**src/rtl/bls_pkg.sv**
```systemverilog
// Shared constants and helpers for the pipelined borrow-lookahead subtractor.
package bls_pkg;

    // Per-transaction operation select.
    localparam logic MODE_SUB = 1'b0;   // X - Y - Bin
    localparam logic MODE_ABS = 1'b1;   // |X - Y|

    // Number of lookahead groups, which is also the number of group stages.
    function automatic int unsigned num_groups(input int unsigned width, input int unsigned group);
        return width / group;
    endfunction

    // Operand width must split evenly into whole lookahead groups.
    function automatic bit geometry_ok(input int unsigned width, input int unsigned group);
        return (group != 32'd0) && (width >= group) && ((width % group) == 32'd0);
    endfunction

endpackage

```
**src/rtl/bls_group.sv**
```systemverilog
// Combinational GROUP-bit borrow-lookahead cell: difference bits plus group borrow-out.
module bls_group
    import bls_pkg::*;
#(
    parameter int unsigned GROUP = 4
) (
    input  logic [GROUP-1:0] x,
    input  logic [GROUP-1:0] y,
    input  logic             b_in,
    output logic [GROUP-1:0] d,
    output logic             b_out
);

    logic [GROUP-1:0] g_s;      // bit generates a borrow
    logic [GROUP-1:0] p_s;      // bit propagates an incoming borrow
    logic [GROUP-1:0] bw_s;     // borrow into each bit of the group
    logic             grp_g_s;  // group generates a borrow on its own
    logic             grp_p_s;  // group passes b_in straight through

    assign g_s = ~x & y;
    assign p_s = ~(x ^ y);

    // Resolve in-group borrows, the difference bits and the group generate/propagate terms.
    always_comb begin
        bw_s    = {GROUP{1'b0}};
        grp_g_s = 1'b0;
        bw_s[0] = b_in;
        for (int i = 0; i < GROUP - 1; i++) begin
            bw_s[i+1] = g_s[i] | (p_s[i] & bw_s[i]);
        end
        for (int i = 0; i < GROUP; i++) begin
            grp_g_s = g_s[i] | (p_s[i] & grp_g_s);
        end
        grp_p_s = &p_s;
        d       = x ^ y ^ bw_s;
        b_out   = grp_g_s | (grp_p_s & b_in);
    end

endmodule

```
**src/rtl/bls_pipe.sv**
```systemverilog
// Pipelined borrow-lookahead subtractor: one GROUP-bit group resolved per stage,
// followed by a registered mode stage (plain subtract or absolute difference).
module bls_pipe
    import bls_pkg::*;
#(
    parameter int unsigned WIDTH = 16,
    parameter int unsigned GROUP = 4
) (
    input  logic             clk,
    input  logic             rst,
    input  logic             in_valid,
    output logic             in_ready,
    input  logic [WIDTH-1:0] X,
    input  logic [WIDTH-1:0] Y,
    input  logic             Bin,
    input  logic             mode,
    output logic             out_valid,
    input  logic             out_ready,
    output logic [WIDTH-1:0] Diff,
    output logic             Bout
);

    localparam int unsigned NG = num_groups(WIDTH, GROUP);

    if (!geometry_ok(WIDTH, GROUP)) begin : g_geometry_check
        $fatal(1, "bls_pipe: WIDTH must be a non-zero multiple of GROUP");
    end

    logic             advance_s;   // whole pipe shifts this cycle
    logic [WIDTH-1:0] raw_s;       // difference leaving the last group stage
    logic             fin_b_s;     // final borrow
    logic             fin_mode_s;
    logic [WIDTH-1:0] fin_diff_s;
    logic [WIDTH-1:0] diff_r;
    logic             bout_r;
    logic             out_valid_r;

    assign advance_s = ~out_valid_r | out_ready;
    assign in_ready  = advance_s;

    for (genvar k = 0; k < NG; k++) begin : g_stage
        localparam int unsigned RES_W = (k + 1) * GROUP;   // bits resolved once this stage loads

        logic [GROUP-1:0] cell_x_s;
        logic [GROUP-1:0] cell_y_s;
        logic [GROUP-1:0] cell_d_s;
        logic             cell_bin_s;
        logic             cell_bout_s;
        logic [RES_W-1:0] res_s;
        logic             mode_s;
        logic             valid_s;
        logic [RES_W-1:0] dif_r;     // difference groups 0..k
        logic             b_r;       // borrow into group k+1
        logic             mode_r;
        logic             v_r;

        if (k == 0) begin : g_src
            assign cell_x_s   = X[GROUP-1:0];
            assign cell_y_s   = Y[GROUP-1:0];
            assign cell_bin_s = (mode == MODE_ABS) ? 1'b0 : Bin;
            assign res_s      = cell_d_s;
            assign mode_s     = mode;
            assign valid_s    = in_valid;
        end else begin : g_src
            assign cell_x_s   = g_stage[k-1].g_ops.opx_r[GROUP-1:0];
            assign cell_y_s   = g_stage[k-1].g_ops.opy_r[GROUP-1:0];
            assign cell_bin_s = g_stage[k-1].b_r;
            assign res_s      = {cell_d_s, g_stage[k-1].dif_r};
            assign mode_s     = g_stage[k-1].mode_r;
            assign valid_s    = g_stage[k-1].v_r;
        end

        bls_group #(
            .GROUP (GROUP)
        ) u_group (
            .x     (cell_x_s),
            .y     (cell_y_s),
            .b_in  (cell_bin_s),
            .d     (cell_d_s),
            .b_out (cell_bout_s)
        );

        // Stage k result, borrow, mode and valid register; holds while the pipe is stalled.
        always_ff @(posedge clk) begin
            if (rst) begin
                dif_r  <= {RES_W{1'b0}};
                b_r    <= 1'b0;
                mode_r <= 1'b0;
                v_r    <= 1'b0;
            end else if (advance_s) begin
                dif_r  <= res_s;
                b_r    <= cell_bout_s;
                mode_r <= mode_s;
                v_r    <= valid_s;
            end
        end

        // Operand groups still waiting to be resolved; the last stage has none left.
        if (k < NG - 1) begin : g_ops
            localparam int unsigned UP_W = WIDTH - RES_W;

            logic [UP_W-1:0] upx_s;
            logic [UP_W-1:0] upy_s;
            logic [UP_W-1:0] opx_r;
            logic [UP_W-1:0] opy_r;

            if (k == 0) begin : g_up
                assign upx_s = X[WIDTH-1:GROUP];
                assign upy_s = Y[WIDTH-1:GROUP];
            end else begin : g_up
                assign upx_s = g_stage[k-1].g_ops.opx_r[WIDTH-k*GROUP-1:GROUP];
                assign upy_s = g_stage[k-1].g_ops.opy_r[WIDTH-k*GROUP-1:GROUP];
            end

            // Unresolved upper operand register for stage k.
            always_ff @(posedge clk) begin
                if (rst) begin
                    opx_r <= {UP_W{1'b0}};
                    opy_r <= {UP_W{1'b0}};
                end else if (advance_s) begin
                    opx_r <= upx_s;
                    opy_r <= upy_s;
                end
            end
        end
    end

    assign raw_s      = g_stage[NG-1].dif_r;
    assign fin_b_s    = g_stage[NG-1].b_r;
    assign fin_mode_s = g_stage[NG-1].mode_r;

    // Apply the transaction mode: absolute difference negates a borrowed result.
    always_comb begin
        fin_diff_s = raw_s;
        case (fin_mode_s)
            MODE_SUB: fin_diff_s = raw_s;
            MODE_ABS: begin
                if (fin_b_s) begin
                    fin_diff_s = ~raw_s + {{(WIDTH-1){1'b0}}, 1'b1};
                end else begin
                    fin_diff_s = raw_s;
                end
            end
            default:  fin_diff_s = raw_s;
        endcase
    end

    // Output register; holds the result stable while the consumer stalls.
    always_ff @(posedge clk) begin
        if (rst) begin
            diff_r      <= {WIDTH{1'b0}};
            bout_r      <= 1'b0;
            out_valid_r <= 1'b0;
        end else if (advance_s) begin
            diff_r      <= fin_diff_s;
            bout_r      <= fin_b_s;
            out_valid_r <= g_stage[NG-1].v_r;
        end
    end

    assign Diff      = diff_r;
    assign Bout      = bout_r;
    assign out_valid = out_valid_r;

endmodule
```
**config.mk**
```make
export PLATFORM = sky130hd
export DESIGN_NAME = bls_pipe
export DESIGN_NICKNAME = d
export VERILOG_FILES = /design/src/rtl/bls_pkg.sv /design/src/rtl/bls_group.sv /design/src/rtl/bls_pipe.sv
export SDC_FILE = /design/constraint.sdc
export NUM_CORES = 1
export LEC_CHECK = 0
export CORE_ASPECT_RATIO = 1.1
export CORE_MARGIN = 10
export CORE_UTILIZATION = 56
export CTS_CLUSTER_SIZE = 16
export DETAILED_ROUTE_END_ITERATION = 7
export GPL_TIMING_DRIVEN = 0
export PLACE_DENSITY = 0.8
export SYNTH_ARGS = -nofsm -noshare
export SYNTH_HDL_FRONTEND = slang
export SYNTH_SLANG_ARGS = --single-unit
```
**constraint.sdc**
```tcl
create_clock -name clk -period 2.65 [get_ports clk]
set_input_delay 0.6625 -clock clk [delete_from_list [all_inputs] [get_ports clk]]
set_output_delay 0.6625 -clock clk [all_outputs]
set_load 0.01 [all_outputs]
```
Word level (Yosys, flattened, before mapping)
Index checks and enable logic that the tools add are counted.
{"block": "totals", "elab_cells": 113, "inputBits": 38, "regBits": 118}
{"block": "classes", "n_reduce_logical": 4, "addsub": 1, "n_bitwise": 80, "n_mux": 3}
{"cell": "$not A4 Y4", "count": 8}
{"cell": "$pmux W16 S2", "count": 1}
{"cell": "$xor A4 B4 Y4", "count": 8}
{"cell": "$or A1 B1 Y1", "count": 29}
{"cell": "$and A1 B1 Y1", "count": 28}
{"cell": "$add A16 B1 Y16 const B", "count": 1}
{"cell": "$and A4 B4 Y4", "count": 4}
{"cell": "$mux W16", "count": 1}
{"cell": "$not A16 Y16", "count": 1}
{"cell": "$reduce_and A4 Y1", "count": 4}
{"cell": "$not A1 Y1", "count": 2}
{"cell": "$mux W1", "count": 1}

Longest topological paths before layout
Gate-level depths: netlist of run 1.
{"block": "logic_depth", "depth_word": 9, "mapped_depth": 8, "ltp_nobuf": 8}

By module
A second synthesis of run 1 with hierarchy kept.
{"block": "unflattened", "hier_cells": 640, "hier_area_um2": 5114.9}
{"mod": "bls_pipe", "cells_each": 552, "instances": 1, "area_each_um2": 4399.2}
{"mod": "bls_group", "cells_each": 22, "instances": 4, "area_each_um2": 178.9}

Worst setup path after synthesis of run 1
No wires, ideal clock.
{"block": "synth_path", "path_type": "input to register", "from": "input port Bin", "to": "register g_stage[0].dif_r[3]", "path_slack_ns": 0.352, "required_ns": 2.580, "arrival_ns": 2.227, "setup_ns": 0.070, "cell_stages": 7, "path_cell_list": "nor2b_1 fa_1 fa_1 fa_1 xnor2_1 nand2_1 a21oi_1"}
{"block": "synth_between", "elab_chain_len": 8}
{"element": "start, declared", "line_no": "bls_pipe.sv:15", "rtl": "input logic Bin,"}
{"element": "$mux W1", "line_no": "bls_pipe.sv:60", "rtl": "assign cell_bin_s = (mode == MODE_ABS) ? 1'b0 : Bin;"}
{"element": "$and A1 B1 Y1", "line_no": "bls_group.sv:29", "rtl": "bw_s[i+1] = g_s[i] | (p_s[i] & bw_s[i]);"}
{"element": "$or A1 B1 Y1", "line_no": "bls_group.sv:29"}
{"element": "$and A1 B1 Y1", "line_no": "bls_group.sv:29"}
{"element": "$or A1 B1 Y1", "line_no": "bls_group.sv:29"}
{"element": "$and A1 B1 Y1", "line_no": "bls_group.sv:29"}
{"element": "$or A1 B1 Y1", "line_no": "bls_group.sv:29"}
{"element": "$xor A4 B4 Y4", "line_no": "bls_group.sv:35", "rtl": "d = x ^ y ^ bw_s;"}
{"element": "end signal, assigned", "line_no": "bls_pipe.sv:86", "rtl": "dif_r <= {RES_W{1'b0}};"}
{"element": "end signal, assigned", "line_no": "bls_pipe.sv:91", "rtl": "dif_r <= res_s;"}
{"element": "end, declared", "line_no": "bls_pipe.sv:52", "rtl": "logic [RES_W-1:0] dif_r;"}
No other way between the ends.
A chain may end at the register's enable or synchronous reset.

Worst setup path after layout of run 1
{"block": "layout_path", "from": "input port out_ready", "to": "output port in_ready"}
{"block": "layout_between", "elab_chain_len": 1}
{"element": "start, declared", "line_no": "bls_pipe.sv:18", "rtl": "input logic out_ready,"}
{"element": "$or A1 B1 Y1", "line_no": "bls_pipe.sv:38", "rtl": "assign advance_s = ~out_valid_r | out_ready;"}
{"element": "end, declared", "line_no": "bls_pipe.sv:12", "rtl": "output logic in_ready,"}
No other way between the ends.

==> results of run 1 <==
-- cell families after synthesis --
family                   after synthesis  share of synthesized area (%)
XOR/XNOR                              14                           2.43
multiplexers                           1                          0.198
adder cells (fa/ha/maj)               29                           8.96
AND/OR/NAND/NOR                      243                           20.1
buffers and inverters                 72                           5.59
AO/OA/AOI/OAI                        143                           16.0
flip-flops                           118                           46.7
-- per-layer routing --
| metal | vias up | track usage [%] |
|---|---|---|
| met2 | 142 | 33.1 |
| met3 | 35 | 7.67 |
| met4 | 0 | 8.47 |
| met5 | - | 0 |
| li1 | 2196 | - |
| met1 | 2055 | 19.4 |
-- metrics by stage --
stage | power [W] | hold slack, ns
2_1_floorplan | 0.00224 | 0.432
3_3_place_gp | 0.00239 | 0.438
3_5_place_dp | 0.00241 | 0.445
4_1_cts | 0.00476 | 0.453
5_1_grt | 0.00492 | 0.466
6_report | 0.00476 | 0.452
-- worst min-delay path: stages (launching register included) --
cell and delay (ns):
dfxtp_1 0.31, nand2_1 0.05, a21oi_1 0.05
-- synthesized netlist by cell type (all sizes together), types with 4 or more instances --
| cell type | number | area share (%) |
|---|---|---|
| ha | 17 | 4.2 |
| nor2 | 30 | 2.2 |
| inv | 30 | 2.2 |
| clkbuf | 34 | 2.5 |
| a211oi | 19 | 2.8 |
| nor3 | 9 | 0.89 |
| a21oi | 105 | 10 |
| fa | 12 | 4.8 |
| xnor2 | 14 | 2.4 |
| nand2 | 181 | 13 |
| buf | 8 | 0.84 |
| nor3b | 4 | 0.59 |
| a31oi | 5 | 0.62 |
| nor2b | 6 | 0.74 |
| dfxtp | 118 | 47 |
| o21ai | 5 | 0.57 |
-- worst max-delay path by stage --
| stage | from | end | cells past startpoint |
|---|---|---|---|
| 2_1_floorplan | Bin | g_stage[0].dif_r[3] | 7 |
| 3_3_place_gp | out_ready | in_ready | 7 |
| 3_5_place_dp | out_ready | in_ready | 7 |
| 4_1_cts | out_ready | in_ready | 6 |
| 5_1_grt | out_ready | in_ready | 6 |
| 6_report | out_ready | in_ready | 6 |
-- power groups by stage --
stage | Combinational [W] | Sequential (W) | Clock (W)
after floorplan | 0.000261 | 0.00198 | 0
after global placement | 0.000398 | 0.00199 | 0
after detailed placement | 0.000416 | 0.00199 | 0
after CTS | 0.000422 | 0.00196 | 0.00238
after global routing | 0.000474 | 0.00197 | 0.00248
final | 0.000421 | 0.00196 | 0.00237
-- final cells by class --
type | count | area [um^2] | share of cell area (%)
multi-input combinational | 430 | 2410 | 37.7
sequential | 118 | 2360 | 37.0
timing repair buffer | 56 | 559 | 8.76
clock buffer | 19 | 442 | 6.92
clock inverter | 13 | 179 | 2.80
buffer | 41 | 176 | 2.76
tap | 114 | 143 | 2.23
inverter | 30 | 113 | 1.76
-- registers in the layout, summed over array words and instances, names as in the netlist --
register / cells
fin_mode_s: 1
g_stage.mode_r: 3
g_stage.v_r: 4
out_valid: 1
g_stage.b_r: 3
g_stage.dif_r: 40
g_stage.g_ops.opx_r: 24
g_stage.g_ops.opy_r: 24
Bout: 1
fin_b_s: 1
Diff: 16
-- what timing repair did --
| action | CTS | global route |
|---|---|---|
| resized for setup | 4 | 2 |
| endpoints found under the setup margin | 1 | 1 |
| gates cloned | 0 | 0 |
| hold buffers | 0 | 0 |
==> results.json, run 1 <==
{
  "status": "finished, final reports clean",
  "layout_commonest_cell": "nand2_1",
  "setup_viol": 0,
  "root_buffer": "clkbuf_8",
  "r2r_slack_ns": 0.68,
  "slowest_delay_ns": 0.41,
  "cts_sinks": 118,
  "hold_end": "g_stage[0].mode_r",
  "cts_buffers": 17,
  "vias": 4428,
  "rows": 36,
  "antenna_cells": 0,
  "layout_setup_ws_ns": 0.0841,
  "worstSetupPathType": "primary input to output port",
  "slew_headroom_pct": 55.0,
  "firstDrtPassIters": 5,
  "wl_mm": 12.4,
  "worstSetupStartpointType": "primary input",
  "wl_per_cell_um": 15.1,
  "path_max_fanout": 19,
  "initial_utilization_pct": 57.3,
  "wl_met1_mm": 5.01,
  "path_buf_inv": 5,
  "netlist_area_mm2": 0.00505,
  "crit_chain": "clkdlybuf4s50_1, nor2b_1, buf_4, inv_1, buf_6, dlygate4sd2_1",
  "hp-start": "g_stage[0].mode_r",
  "powerDensity_mw_per_mm2": 745,
  "post-cts-setup-buffers": 0,
  "drv_cap": 0,
  "ios": 57,
  "nFillCells": 659,
  "hp-class": "flip-flop to flip-flop",
  "hpwl_mm": 8.91,
  "drive_gt1_share_pct": 6.22,
  "clk_pin_slew_ns": 0.05,
  "final_max_slew_viol_count": 0,
  "grt_use_total_pct": 18.9,
  "cp_top_family": "buffers and inverters",
  "postSynthAreaPerCell_um2": 8.15,
  "rsz0062_at_grt": "no",
  "power_frac_comb_pct": 8.9,
  "fin_crit_sh_pct": 96.8,
  "tightestPinTransition_ns": 0.675,
  "cp-end-kind": "output port",
  "route.detailed.drc": 0,
  "swShare_pct": 22.9,
  "synthDistinctLibCells": 38,
  "drt_iter0_drc": 275,
  "place_congestion": 0.903,
  "ant_nets": 0,
  "die_area_mm2": 0.0132,
  "timing.fmax_mhz": 390,
  "fin_util_pct": 72.3,
  "viasPerCell": 5.39,
  "final_cell_count_no_fill": 821,
  "slowest_stage": "clkdlybuf4s50_1",
  "layout_common_cells": "nand2_1 (181), dfxtp_1 (118), a21oi_1 (105)",
  "synth_ff_type": "dfxtp_1",
  "switching_power_w": 0.00109,
  "route.met3.wl_um": 835,
  "antenna_found_initial": 0,
  "port_buffers": 56,
  "leakage_nw": 2.46,
  "dp.cells": 790,
  "die_y_um": 120,
  "seqPwrFrac_pct": 41.2,
  "finalHoldViolCount": 0,
  "synthArstFlopShare_pct": 0,
  "nNetsFinal": 761,
  "fp.coreArea_mm2": 0.00883,
  "grt_pass1_wl_mm": 20.8,
  "synth-edff-count": 0,
  "clock_skew_ns": 0.00446,
  "r2r_cells": 8,
  "syn_nets": 687,
  "internal_power_w": 0.00366,
  "fin_setup_tns_ns": 0,
  "p_clk_share_pct": 49.9,
  "crit_required_ns": 1.99,
  "arrival_ns": 1.90,
  "top_layer": "met4",
  "die_width_um": 111,
  "dp_worst_setup_slack_ns": -0.678,
  "area_growth_pct": 26.3,
  "ys_ff_latch": 118,
  "rr_startpoint": "g_stage[1].b_r",
  "grt_pass1_vias": 4519,
  "clock_latency_ns": 0.53,
  "fin_area_mm2": 0.00638,
  "finalCriticalPeriod_ns": 2.57,
  "hold_depth": 2,
  "cts_tree": "yes",
  "dr_wl_met2_mm": 6.19,
  "worstReg2RegEnd": "g_stage[2].dif_r[11]",
  "clockBufferDepth": 2,
  "placed_cell_area_mm2": 0.00576,
  "ys_warn_count": 0,
  "synthCells": 620,
  "ir_drop_v": 0.000513,
  "ys_seq_area_share_pct": 46.7,
  "overflow": 0,
  "grt_max_degree": 20,
  "cts-htree-levels": 4
}
No activity file was read; power rests on OpenSTA's default activity.
==> run 2, diff against run 1 <==
--- a/config.mk
+++ b/config.mk
@@ -7,11 +7,12 @@
 export LEC_CHECK = 0
 export CORE_ASPECT_RATIO = 1.1
 export CORE_MARGIN = 10
-export CORE_UTILIZATION = 56
+export CORE_UTILIZATION = 60
 export CTS_CLUSTER_SIZE = 16
 export DETAILED_ROUTE_END_ITERATION = 7
+export DONT_BUFFER_PORTS = 1
 export GPL_TIMING_DRIVEN = 0
-export PLACE_DENSITY = 0.8
+export PLACE_DENSITY = 0.76
 export SYNTH_ARGS = -nofsm -noshare
 export SYNTH_HDL_FRONTEND = slang
 export SYNTH_SLANG_ARGS = --single-unit
==> run 2 against run 1 <==
- global-route usage up 1.3 points
- critical path type is now flip-flop to output port
- largest cell class unchanged
- first-iteration DRC count down 1.8%
- worst setup slack better by 0.084 ns
==> results.json, run 2 (synthesis gave the netlist of run 1 again) <==
{
  "clk_pin_slew_ns": 0.06,
  "overflow": 0,
  "wl_per_cell_um": 15.8,
  "post-cts-setup-buffers": 0,
  "antenna_cells": 0,
  "route.detailed.drc": 0,
  "reg_top3": "g_stage.dif_r: 40 flops, g_stage.g_ops.opx_r: 24 flops, g_stage.g_ops.opy_r: 24 flops",
  "cts_buffers": 17,
  "crit_required_ns": 1.99,
  "fin_util_pct": 69.8,
  "drv_cap": 0,
  "port_buffers": 0,
  "place_congestion": 0.881,
  "final_max_slew_viol_count": 0,
  "area_growth_pct": 14.3,
  "status": "finished, final reports clean",
  "arrival_ns": 1.82,
  "rows": 35,
  "antenna_found_initial": 0,
  "layout_commonest_cell": "nand2_1",
  "drt_iter0_drc": 270,
  "ios": 57,
  "setup_viol": 0,
  "initial_utilization_pct": 61.1,
  "die_area_mm2": 0.0125,
  "firstDrtPassIters": 5,
  "clock_latency_ns": 0.52,
  "fin_setup_tns_ns": 0,
  "hp-class": "primary input to flip-flop",
  "cts_tree": "yes",
  "largest-register": "g_stage.dif_r",
  "clockBufferDepth": 2,
  "cts_sinks": 118,
  "cts-htree-levels": 4,
  "die_width_um": 108,
  "clock_skew_ns": 0.00752,
  "whs_ns": 0.280,
  "tightestPinTransition_ns": 0.747,
  "viasPerCell": 5.50,
  "path_max_fanout": 10,
  "slew_headroom_pct": 50.2,
  "powerDensity_mw_per_mm2": 784,
  "grt_max_degree": 17,
  "layout_common_cells": "nand2_1 (181), dfxtp_1 (118), a21oi_1 (105)",
  "grt_pass1_vias": 4211,
  "nFillCells": 664,
  "timing.fmax_mhz": 403,
  "finalHoldViolCount": 0,
  "grt_use_total_pct": 20.2,
  "grt_pass1_wl_mm": 20.1,
  "die_y_um": 116,
  "cp-end-kind": "output port",
  "wl_mm": 12.1,
  "leakage_nw": 2.22,
  "ir_drop_v": 0.000498,
  "root_buffer": "clkbuf_8",
  "worstSetupStartpointType": "flip-flop",
  "fin_crit_sh_pct": 93.7,
  "hpwl_mm": 8.61,
  "fp.coreArea_mm2": 0.00828,
  "worstSetupPathType": "flip-flop to output port",
  "drive_gt1_share_pct": 6.90,
  "rsz0062_at_grt": "no",
  "nNetsFinal": 706,
  "finalCriticalPeriod_ns": 2.48,
  "vias": 4200,
  "ant_nets": 0,
  "largest_reg_flops": 40
}
-- run 2: cell count changes in the layout (fill, tap and decap cells not counted) --
| cell | delta |
|---|---|
| buf_2 | +1 |
| buf_4 | -1 |
| buf_6 | -1 |
| bufinv_16 | -2 |
| clkbuf_2 | +2 |
| clkbuf_8 | -2 |
| clkdlybuf4s50_1 | -55 |
| clkinv_2 | -4 |
| clkinv_4 | +3 |
| dlygate4sd2_1 | -1 |
| inv_6 | +5 |
-- run 2: through the flow --
stage / cell area [um^2] / power, W / cells / setup WS (ns)
6_report: 5780 / 0.00453 / 763 / 0.168
5_1_grt: 5780 / 0.00469 / 763 / 0.0662
4_1_cts: 5780 / 0.00452 / 763 / 0.00802
3_5_place_dp: 5190 / 0.00233 / 731 / 0.225
3_3_place_gp: 5190 / 0.00231 / 731 / 0.276
2_1_floorplan: 5050 / 0.00224 / 620 / 0.352
-- run 2: layout make-up --
| class | instances | area [um^2] | share of cell area [%] |
|---|---|---|---|
| Multi-Input combinational cell | 430 | 2410 | 41.7 |
| Sequential cell | 118 | 2360 | 40.9 |
| Clock buffer | 17 | 414 | 7.17 |
| Buffer | 42 | 173 | 2.99 |
| Clock inverter | 15 | 169 | 2.92 |
| Tap cell | 111 | 139 | 2.40 |
| Inverter | 30 | 113 | 1.95 |
-- run 2: worst max-delay path, stage by stage (launching register included) --
cell,delay [ns]
dfxtp_1,0.38
nor2b_1,0.23
clkbuf_2,0.20
inv_1,0.06
buf_2,0.19
clkbuf_2,0.24
-- run 2: power by group --
group | leakage [nW] | internal, W | switching (W)
logic | 0.981 | 0.000147 | 0.000189
registers | 0.970 | 0.00188 | 0.0000816
clock network | 0.272 | 0.00136 | 0.000873
-- run 2: final timing paths --
kind | startpoint | end | slack (ns) | depth (start not counted)
min | Y[13] | g_stage[0].g_ops.opy_r[9] | 0.28 | 2
max reg2reg | out_valid | g_stage[3].v_r | 0.48 | 6
min reg2reg | g_stage[0].g_ops.opx_r[11] | g_stage[0].g_ops.opx_r[11] | 0.45 | 2
max | out_valid | in_ready | 0.17 | 5
-- run 2: timing repair --
item,4_1_cts,5_1_grt
hold endpoints to repair,0,0
setup endpoints to repair,0,1
hold buffers,0,0
gates resized for setup,0,2
-- run 2: layer usage --
layer / track usage [%] / vias to the layer above / share of wire (%)
met5: 0 / - / 0
met4: 7.84 / 0 / 2.6
met3: 6.57 / 29 / 7.3
met2: 35.2 / 138 / 49
met1: 22.3 / 1948 / 41
li1: - / 2085 / -
==> run 3, diff against run 2 <==
--- a/config.mk
+++ b/config.mk
@@ -5,13 +5,13 @@
 export SDC_FILE = /design/constraint.sdc
 export NUM_CORES = 1
 export LEC_CHECK = 0
+export CAP_MARGIN = 20
 export CORE_ASPECT_RATIO = 1.1
 export CORE_MARGIN = 10
 export CORE_UTILIZATION = 60
 export CTS_CLUSTER_SIZE = 16
 export DETAILED_ROUTE_END_ITERATION = 7
 export DONT_BUFFER_PORTS = 1
-export GPL_TIMING_DRIVEN = 0
 export PLACE_DENSITY = 0.76
 export SYNTH_ARGS = -nofsm -noshare
 export SYNTH_HDL_FRONTEND = slang
==> run 3 against run 2 <==
- combinational power decreased by 13%
- core utilization decreased by 0.67 points
- wire length decreased by 15%
- clock-buffer cell count increased by 5
- first-iteration DRC count decreased by 28%
- clock power increased by 6%
- critical path depth decreased by 3
- non-clock buffer count decreased by 36
- via count decreased by 6.6%
- sequential share of layout area increased by 0.39 points
- register-to-register slack improved by 0.23 ns
==> results.json, run 3 (synthesis gave the netlist of run 1 again) <==
{
  "powerDensity_mw_per_mm2": 807,
  "leakage_nw": 2.23,
  "die_area_mm2": 0.0125,
  "cp-end-kind": "output port",
  "area_growth_pct": 13.2,
  "fin_crit_sh_pct": 78.8,
  "cts_buffers": 17,
  "viasPerCell": 5.40,
  "firstDrtPassIters": 4,
  "ios": 57,
  "root_buffer": "clkbuf_8",
  "ant_nets": 0,
  "drv_cap": 0,
  "grt_pass1_wl_mm": 17.7,
  "largest_reg_flops": 40,
  "worstSetupPathType": "flip-flop to output port",
  "clk_pin_slew_ns": 0.06,
  "ir_drop_v": 0.000574,
  "die_y_um": 116,
  "route.detailed.drc": 0,
  "largest-register": "g_stage.dif_r",
  "fin_setup_tns_ns": 0,
  "wl_per_cell_um": 14.1,
  "drt_iter0_drc": 194,
  "fin_util_pct": 69.2,
  "status": "finished, final reports clean",
  "overflow": 0,
  "fp.coreArea_mm2": 0.00828,
  "wl_mm": 10.2,
  "grt_use_total_pct": 17.3,
  "place_congestion": 0.776,
  "post-cts-setup-buffers": 0,
  "antenna_cells": 0,
  "post_cts_resized": 0,
  "grt_pass1_vias": 3971,
  "tightestPinTransition_ns": 0.564,
  "hold_buffers": 0,
  "rsz0062_at_grt": "no",
  "hpwl_mm": 6.59,
  "initial_utilization_pct": 61.1,
  "rows": 35,
  "hp-class": "primary input to flip-flop",
  "finalHoldViolCount": 0,
  "setup_viol": 0,
  "port_buffers": 0,
  "worstSetupStartpointType": "flip-flop",
  "clockBufferDepth": 2,
  "cts-htree-levels": 4,
  "die_width_um": 108,
  "grt_max_degree": 123,
  "clock_latency_ns": 0.51,
  "layout_commonest_cell": "nand2_1",
  "nNetsFinal": 670,
  "clock_skew_ns": 0.00538,
  "final_max_slew_viol_count": 0,
  "arrival_ns": 1.42,
  "drive_gt1_share_pct": 7.15,
  "layout_common_cells": "nand2_1 (181), dfxtp_1 (118), a21oi_1 (105)",
  "antenna_found_initial": 0,
  "path_max_fanout": 25,
  "crit_required_ns": 1.99,
  "slew_headroom_pct": 62.3,
  "vias": 3924,
  "cts_sinks": 118,
  "cts_tree": "yes",
  "finalCriticalPeriod_ns": 2.09,
  "reg_top3": "g_stage.dif_r: 40 flops, g_stage.g_ops.opx_r: 24 flops, g_stage.g_ops.opy_r: 24 flops",
  "timing.fmax_mhz": 479
}
==> run 3: worst paths after layout <==
check | start | endpoint | slack, ns | depth (start not counted)
hold / removal | rst | Diff[2] | 0.22 | 1
setup / recovery | out_valid | in_ready | 0.56 | 2
hold reg to reg | g_stage[0].g_ops.opx_r[1] | g_stage[0].g_ops.opx_r[1] | 0.45 | 2
setup reg to reg | g_stage[2].b_r | g_stage[3].dif_r[15] | 0.71 | 8
==> run 3: cell type report <==
class	count	area (um^2)
fillers	639	2550
multi-input cells	430	2420
flip-flops and latches	118	2360
clock buffers	22	473
clock inverters	9	148
well taps	111	139
inverters	30	115
repair buffers	6	70.1
==> run 3: metrics by stage <==
stage | cell area, um^2 | power [W] | setup slack [ns] | instances | hold slack [ns]
6_report | 5720 | 0.00462 | 0.563 | 726 | 0.221
5_1_grt | 5720 | 0.00480 | 0.467 | 726 | 0.199
4_1_cts | 5720 | 0.00465 | 0.525 | 726 | 0.209
3_5_place_dp | 5100 | 0.00229 | 0.268 | 695 | 0.439
3_3_place_gp | 5100 | 0.00227 | 0.317 | 695 | 0.432
2_1_floorplan | 5050 | 0.00224 | 0.352 | 620 | 0.432
==> run 3: routing by layer <==
layer / vias up / GRT usage, % / wire length (um) / share of wire, %
li1: 2008 / - / - / -
met1: 1818 / 19.9 / 4420 / 43
met2: 80 / 28.9 / 5030 / 49
met3: 18 / 5.52 / 583 / 5.7
met4: 0 / 7.49 / 188 / 1.8
met5: - / 0 / 0 / 0
==> run 3: power breakdown <==
| group | switching (W) | internal (W) |
|---|---|---|
| clock | 0.000749 | 0.00161 |
| combinational | 0.000149 | 0.000142 |
| sequential | 0.0000806 | 0.00188 |
==> run 3: critical path, cell delays in order (launching register included) <==
cell and delay, ns:
dfxtp_1 0.38, nor2b_4 0.34, inv_4 0.19
